$ cat src/rtl/sync_fifo_pkg.sv
// Shared constants and parameter-legality helpers for the flexible single-clock FIFO.
package sync_fifo_pkg;

  localparam int DEF_WIDTH = 6;
  localparam int DEF_DEPTH = 8;
  localparam int DEF_AF    = 6;
  localparam int DEF_AE    = 2;

  function automatic int clog2_f(input int v);
    int r;
    r = 0;
    while ((1 << r) < v) r++;
    return r;
  endfunction

  function automatic bit is_pow2_f(input int v);
    return (v >= 2) && ((v & (v - 1)) == 0);
  endfunction

  function automatic bit params_ok_f(input int width, input int depth,
                                     input int af, input int ae);
    return (width >= 1) && is_pow2_f(depth) &&
           (af >= 1) && (af <= depth) && (ae >= 0) && (ae <= depth - 1);
  endfunction

endpackage

$ cat src/rtl/sync_fifo_flex_if.sv
// FIFO bus: write/read requests from the user side, data and status back from the FIFO.
// Handshake: wr_en/rd_en are requests; the FIFO accepts them unless full/empty refuses, rd_valid marks fresh rd_data.
interface sync_fifo_flex_if
  import sync_fifo_pkg::*;
#(
  parameter int WIDTH = DEF_WIDTH,
  parameter int DEPTH = DEF_DEPTH
);
  localparam int CW = clog2_f(DEPTH) + 1;

  logic             wr_en;
  logic [WIDTH-1:0] wr_data;
  logic             rd_en;
  logic [WIDTH-1:0] rd_data;
  logic             rd_valid;
  logic             full;
  logic             empty;
  logic             almost_full;
  logic             almost_empty;
  logic [CW-1:0]    count;
  logic             overflow;
  logic             underflow;

  modport master (
    output wr_en, wr_data, rd_en,
    input  rd_data, rd_valid, full, empty, almost_full, almost_empty, count, overflow, underflow
  );

  modport slave (
    input  wr_en, wr_data, rd_en,
    output rd_data, rd_valid, full, empty, almost_full, almost_empty, count, overflow, underflow
  );
endinterface

$ cat src/rtl/sync_fifo_mem.sv
// DEPTH x WIDTH storage with one write port and one registered read port; the array itself is not reset.
module sync_fifo_mem #(
  parameter int WIDTH = 6,
  parameter int DEPTH = 8,
  parameter int AW    = 3
) (
  input  logic             clk,
  input  logic             rst_n,
  input  logic             we,
  input  logic [AW-1:0]    waddr,
  input  logic [WIDTH-1:0] wdata,
  input  logic             re,
  input  logic [AW-1:0]    raddr,
  output logic [WIDTH-1:0] rdata
);
  logic [WIDTH-1:0] mem_q [DEPTH];
  logic [WIDTH-1:0] rdata_q, rdata_d;

  always_ff @(posedge clk) begin
    if (we) mem_q[waddr] <= wdata;
  end

  // Read register holds its value when no read is accepted.
  always_comb begin
    rdata_d = rdata_q;
    if (re) rdata_d = mem_q[raddr];
  end

  always_ff @(posedge clk or negedge rst_n) begin
    if (!rst_n) rdata_q <= '0;
    else        rdata_q <= rdata_d;
  end

  assign rdata = rdata_q;
endmodule

$ cat src/rtl/sync_fifo_flex.sv
// Parametrised single-clock FIFO with registered status flags and occupancy count.
// Define SYNC_FIFO_ERR_EN to build the sticky overflow/underflow flags.
module sync_fifo_flex
  import sync_fifo_pkg::*;
#(
  parameter int WIDTH    = DEF_WIDTH,
  parameter int DEPTH    = DEF_DEPTH,
  parameter int AF_LEVEL = DEF_AF,
  parameter int AE_LEVEL = DEF_AE
) (
  input logic              clk,
  input logic              rst_n,
  sync_fifo_flex_if.slave  bus
);
  localparam int AW = clog2_f(DEPTH);
  localparam int PW = AW + 1;
  localparam int CW = AW + 1;
  localparam logic [CW-1:0] DEPTH_C = CW'(DEPTH);
  localparam logic [CW-1:0] AF_C    = CW'(AF_LEVEL);
  localparam logic [CW-1:0] AE_C    = CW'(AE_LEVEL);

  if (!params_ok_f(WIDTH, DEPTH, AF_LEVEL, AE_LEVEL)) begin : g_bad_params
    $error("sync_fifo_flex: illegal WIDTH/DEPTH/AF_LEVEL/AE_LEVEL");
  end

  logic [PW-1:0] wr_ptr_q, wr_ptr_d, rd_ptr_q, rd_ptr_d;
  logic [CW-1:0] count_q, count_d;
  logic          full_q, full_d, empty_q, empty_d;
  logic          af_q, af_d, ae_q, ae_d;
  logic          rd_valid_q, rd_valid_d;
  logic          wa, ra;
  logic [WIDTH-1:0] rdata;

  // A full FIFO still takes a write when a read frees a slot in the same cycle.
  assign wa = bus.wr_en & (~full_q | bus.rd_en);
  assign ra = bus.rd_en & ~empty_q;

  always_comb begin
    wr_ptr_d   = wr_ptr_q + PW'(wa);
    rd_ptr_d   = rd_ptr_q + PW'(ra);
    count_d    = count_q + CW'(wa) - CW'(ra);
    full_d     = (count_d == DEPTH_C);
    empty_d    = (count_d == '0);
    af_d       = (count_d >= AF_C);
    ae_d       = (count_d <= AE_C);
    rd_valid_d = ra;
  end

  always_ff @(posedge clk or negedge rst_n) begin
    if (!rst_n) begin
      wr_ptr_q   <= '0;
      rd_ptr_q   <= '0;
      count_q    <= '0;
      full_q     <= 1'b0;
      empty_q    <= 1'b1;
      af_q       <= 1'b0;
      ae_q       <= 1'b1;
      rd_valid_q <= 1'b0;
    end else begin
      wr_ptr_q   <= wr_ptr_d;
      rd_ptr_q   <= rd_ptr_d;
      count_q    <= count_d;
      full_q     <= full_d;
      empty_q    <= empty_d;
      af_q       <= af_d;
      ae_q       <= ae_d;
      rd_valid_q <= rd_valid_d;
    end
  end

  sync_fifo_mem #(.WIDTH(WIDTH), .DEPTH(DEPTH), .AW(AW)) u_mem (
    .clk   (clk),
    .rst_n (rst_n),
    .we    (wa),
    .waddr (wr_ptr_q[AW-1:0]),
    .wdata (bus.wr_data),
    .re    (ra),
    .raddr (rd_ptr_q[AW-1:0]),
    .rdata (rdata)
  );

  assign bus.rd_data      = rdata;
  assign bus.rd_valid     = rd_valid_q;
  assign bus.full         = full_q;
  assign bus.empty        = empty_q;
  assign bus.almost_full  = af_q;
  assign bus.almost_empty = ae_q;
  assign bus.count        = count_q;

`ifdef SYNC_FIFO_ERR_EN
  logic ovf_q, ovf_d, unf_q, unf_d;

  always_comb begin
    ovf_d = ovf_q | (bus.wr_en & ~wa);
    unf_d = unf_q | (bus.rd_en & ~ra);
  end

  always_ff @(posedge clk or negedge rst_n) begin
    if (!rst_n) begin
      ovf_q <= 1'b0;
      unf_q <= 1'b0;
    end else begin
      ovf_q <= ovf_d;
      unf_q <= unf_d;
    end
  end

  assign bus.overflow  = ovf_q;
  assign bus.underflow = unf_q;
`else
  assign bus.overflow  = 1'b0;
  assign bus.underflow = 1'b0;
`endif
endmodule

$ cat src/flat_wrapper.sv
// flat-port wrapper written by rule: the top's interface ports become plain ports
module sync_fifo_flex_flat import sync_fifo_pkg::*;
#(
  parameter int WIDTH    = DEF_WIDTH,
  parameter int DEPTH    = DEF_DEPTH,
  parameter int AF_LEVEL = DEF_AF,
  parameter int AE_LEVEL = DEF_AE
)
  (clk, rst_n, bus_wr_en, bus_wr_data, bus_rd_en, bus_rd_data, bus_rd_valid, bus_full, bus_empty, bus_almost_full, bus_almost_empty, bus_count, bus_overflow, bus_underflow);
  sync_fifo_flex_if #(.WIDTH(WIDTH), .DEPTH(DEPTH)) bus_i ();
  input logic clk;
  input logic rst_n;
  input wire logic [$bits(bus_i.wr_en)-1:0] bus_wr_en;
  input wire logic [$bits(bus_i.wr_data)-1:0] bus_wr_data;
  input wire logic [$bits(bus_i.rd_en)-1:0] bus_rd_en;
  output wire logic [$bits(bus_i.rd_data)-1:0] bus_rd_data;
  output wire logic [$bits(bus_i.rd_valid)-1:0] bus_rd_valid;
  output wire logic [$bits(bus_i.full)-1:0] bus_full;
  output wire logic [$bits(bus_i.empty)-1:0] bus_empty;
  output wire logic [$bits(bus_i.almost_full)-1:0] bus_almost_full;
  output wire logic [$bits(bus_i.almost_empty)-1:0] bus_almost_empty;
  output wire logic [$bits(bus_i.count)-1:0] bus_count;
  output wire logic [$bits(bus_i.overflow)-1:0] bus_overflow;
  output wire logic [$bits(bus_i.underflow)-1:0] bus_underflow;
  assign bus_i.wr_en = bus_wr_en;
  assign bus_i.wr_data = bus_wr_data;
  assign bus_i.rd_en = bus_rd_en;
  assign bus_rd_data = bus_i.rd_data;
  assign bus_rd_valid = bus_i.rd_valid;
  assign bus_full = bus_i.full;
  assign bus_empty = bus_i.empty;
  assign bus_almost_full = bus_i.almost_full;
  assign bus_almost_empty = bus_i.almost_empty;
  assign bus_count = bus_i.count;
  assign bus_overflow = bus_i.overflow;
  assign bus_underflow = bus_i.underflow;
  sync_fifo_flex #(.WIDTH(WIDTH), .DEPTH(DEPTH), .AF_LEVEL(AF_LEVEL), .AE_LEVEL(AE_LEVEL)) u_core (.clk(clk), .rst_n(rst_n), .bus(bus_i));
endmodule
$ cat config.mk
export PLATFORM = sky130hd
export DESIGN_NAME = sync_fifo_flex_flat
export DESIGN_NICKNAME = d
export VERILOG_FILES = /design/src/rtl/sync_fifo_pkg.sv /design/src/rtl/sync_fifo_flex_if.sv /design/src/rtl/sync_fifo_mem.sv /design/src/rtl/sync_fifo_flex.sv /design/src/flat_wrapper.sv
export SDC_FILE = /design/constraint.sdc
export NUM_CORES = 1
export LEC_CHECK = 0
export BUFFER_PORTS_ARGS = -buffer_cell sky130_fd_sc_hd__buf_4
export CORE_MARGIN = 3
export CORE_UTILIZATION = 58
export CTS_CLUSTER_DIAMETER = 150
export CTS_CLUSTER_SIZE = 20
export DETAILED_ROUTE_END_ITERATION = 8
export GPL_TIMING_DRIVEN = 0
export MAX_ROUTING_LAYER = met4
export PLACE_DENSITY = 0.78
export SLEW_MARGIN = 25
export SYNTH_ARGS = -nofsm -noshare
export SYNTH_HDL_FRONTEND = slang
export SYNTH_SLANG_ARGS = --single-unit
$ cat constraint.sdc
create_clock -name clk -period 2.9 [get_ports clk]
set_input_delay 0 -clock clk [delete_from_list [all_inputs] [get_ports clk]]
set_output_delay 0 -clock clk [all_outputs]
set_load 0.03 [all_outputs]
==> summary.md <==
* **result of the run** complete, no violations
* **cells taking the most area after synthesis** edfxtp_1 (52%), dfrtp_1 (17%), mux2i_1 (8.6%)
* **total chip power** 3.47 mW
* **total negative setup slack** 0 ns
* **count of final hold-check violations** 0
* **final antenna-violating net count** 0
* **Syn Area/Cell** 15.4 um^2
* **overflow left after global routing** 0
* **ordered list of cells on the worst path** nand2b_1 -> buf_2 -> or2_2 -> nand2_1 -> ha_1 -> inv_1 -> fa_1 -> inv_1 -> or3_1 -> nor2b_1
* **worst min-delay path category** in2async
* **area share of the largest cell type after synthesis** 51.7%
* **cell with the largest stage delay on the worst path** fa_1
* **maximum frequency from static timing analysis** 0.408 GHz
* **clock buffer depth** 2
* **die outline area** 0.00568 mm^2
* **CTS tree** done
* **maximum number of pins on one net before global-route repair** 22
* **via count of the first global-routing pass** 1,593
* **Vert. Die Dim** 75.4 um
* **postcts setup bufs** 0
* **EDFF count, synth** 48
* **total power density per cell area** 1060 mW/mm^2
* **setup repair after global routing missed its margin** false
* **Clock Latency Late Sink** 0.34 ns
* **most used standard cell by instance count after synthesis** edfxtp_1
* **ANT cells** 0
* **met3 WL post-DR** 234 um
* **final-layout fill cell count** 311
* **remaining design rule violation count** 0
* **total I/O pin count** 27
* **clock-pin slew on the worst setup and hold paths** 0.07 ns
* **Syn Std Cell Area** 0.00279 mm^2
* **Worst Setup Start Kind** register
* **relative max-transition margin** 39.4%
* **share of the yosys chip area belonging to registers** 70.6%
* **hold-fix buffer count after cts** 7
* **wire length on met1** 2190 um
* **number of gates resized after CTS** 0
* **Worst path most repeated cell** inv_1
* **Worst Tran Pin Value** 0.902 ns
* **leading post-synthesis cells by instance count** edfxtp_1 (48), mux2i_1 (24), dfrtp_1 (19)
* **hpwl dp** 3410 um
* **layout cells sized above 1** 21.4%
* **number of H-tree levels** 3
* **Initial Util** 61.9%
* **largest area contributor in the netlist** edfxtp_1
* **Final Max Tran Viols** 0
* **Met2 Wirelength** 2430 um
* **Top Metal Used** met4
* **yosys synthesis warning count** 0
* **Crit path required time** 3.16 ns
* **worst setup skew after layout** 0.00736 ns
* **initial antenna violation count** 0
* **flop and latch count out of synthesis** 69
* **area of the core region** 0.00450 mm^2
* **via total after detailed routing** 1,548
* **CP max stage delay** 0.49 ns
* **leakage power summed over all cells** 1.35 nW
* **Synth Flop Type** edfxtp_1
* **total iterations of the first detailed-routing run** 4
* **area growth from synthesis to final layout** 17.1%
* **Avg Vias per Cell** 5.51
* **number of cells produced by synthesis** 181
* **asr flop ratio synth** 30.4%
* **Setup-failing EPs final** 0
* **IR drop worst, VDD** 510 uV
* **width of the die** 75.4 um
* **critical path capture point type** register
* **total wire length** 4920 um
* **share of the clock period used by the worst path** 84.6%
* **Worst Path Max Fanout** 10
* **Root Driver** clkbuf_8
* **Synth cell types** 32
* **global-route wire length before repair** 7900 um
* **gpl congestion** 0.809
* **clk sinks** 69
* **number of buffer cells added on primary ports** 24
* **kind of critical path** reg2reg
* **cts bufs inserted** 9
* **Layout Nets** 241
* **Max Cap Violations** 0
* **DRT iter0 DRCs** 95
* **min Tclk post-route** 2.45 ns
* **cell row count** 24
* **worst endpoint data arrival time** 2.72 ns
* **routed length per instance** 17.5 um
* **total global-route track usage** 20.9%
## flip-flops by register name, summed over array words and instances (netlist names)
signal                   count
u_core.bus.almost_empty      1
u_core.bus.almost_full       1
u_core.bus.count             4
u_core.bus.empty             1
u_core.bus.full              1
u_core.bus.rd_valid          1
u_core.rd_ptr_q              3
u_core.u_mem.mem_q          48
u_core.u_mem.rdata           6
u_core.wr_ptr_q              3
## placed cells by master, fill, tap and decap left out, types with 2 or more instances in the layout
cell            n
clkinv_1        3
edfxtp_1       48
nor2_1          8
nand2b_1        4
nor2b_1         3
xnor2_1         3
mux2i_1        24
dlygate4sd3_1   7
inv_1           6
nand2_1        16
clkbuf_8        9
dfstp_2         2
a22oi_1        12
nand3_1         6
clkinv_2        2
buf_4          26
clkbuf_1        3
conb_1          2
ha_1            6
dfrtp_1        19
xor2_1          2
buf_6           2
and2_1          2
## routing by layer
layer  vias up  GRT usage [%]
met1       768           26.1
met5         -              -
met2        40           29.8
met3         6           8.58
li1        734              -
met4         0           10.1
## final timing paths
kind	from	endpoint	slack (ns)	cells after the start
max in group asynchronous	rst_n	u_core.bus.almost_empty$_DFF_PN1_	2.54	2
worst min register to register	u_core.u_mem.rdata[2]$_DFFE_PN0P_	u_core.u_mem.rdata[2]$_DFFE_PN0P_	0.49	2
worst max-delay path	u_core.bus.empty$_DFF_PN1_	u_core.bus.full$_DFF_PN0_	0.45	10
worst min-delay path	rst_n	u_core.u_mem.rdata[0]$_DFFE_PN0P_	0.08	2
worst max register to register	u_core.bus.empty$_DFF_PN1_	u_core.bus.full$_DFF_PN0_	0.45	10
min in group clk	bus_rd_en	u_core.u_mem.rdata[0]$_DFFE_PN0P_	0.13	5
## layout make-up
cell class	count	area (um^2)	share of cell area, %
clock inverters	4	17.5	0.536
clock buffers	12	135	4.14
flip-flops and latches	69	1970	60.3
inverters	7	26.3	0.804
plain buffers	7	61.3	1.88
well taps	52	65.1	1.99
repair buffers	31	250	7.66
multi-input cells	99	742	22.7
## critical path, delay by kind of cell (launching register included)
family	cells	cell delay [ns]
fa+ha+maj	2	0.65
buf+inv	3	0.34
flops	1	0.37
simple gates	5	1.02
## where the power goes
part	internal (mW)	switching, mW	leakage (nW)
sequential	1.31	0.135	0.682
combinational	0.575	0.820	0.585
clock	0.302	0.325	0.0792
## metrics by stage
stage	area [um^2]	util (%)	hold slack, ns	worst slack [ns]	std cells
CTS	3260	72.4	0.0675	0.446	281
global placement	3040	67.5	-0.118	0.571	258
global route	3270	72.5	0.0954	0.312	281
detailed placement	3040	67.5	-0.105	0.468	258
floorplan	2790	-	-0.296	0.582	182
finish	3270	72.5	0.0773	0.447	281
## logic make-up (layout without fill, tap and decap cells)
family,after synthesis,after routing,share of synthesized area (%)
buffers and inverters,14,61,3.14
xor gates and xnor gates,6,6,2.15
muxes,24,24,8.61
DFF,69,69,70.6
AOI/OAI and AO/OA,17,17,4.84
other,1,2,0.134
and+or+nand+nor,43,43,7.13
adders and majority gates,7,7,3.41
(Power assumes the default switching activity.)
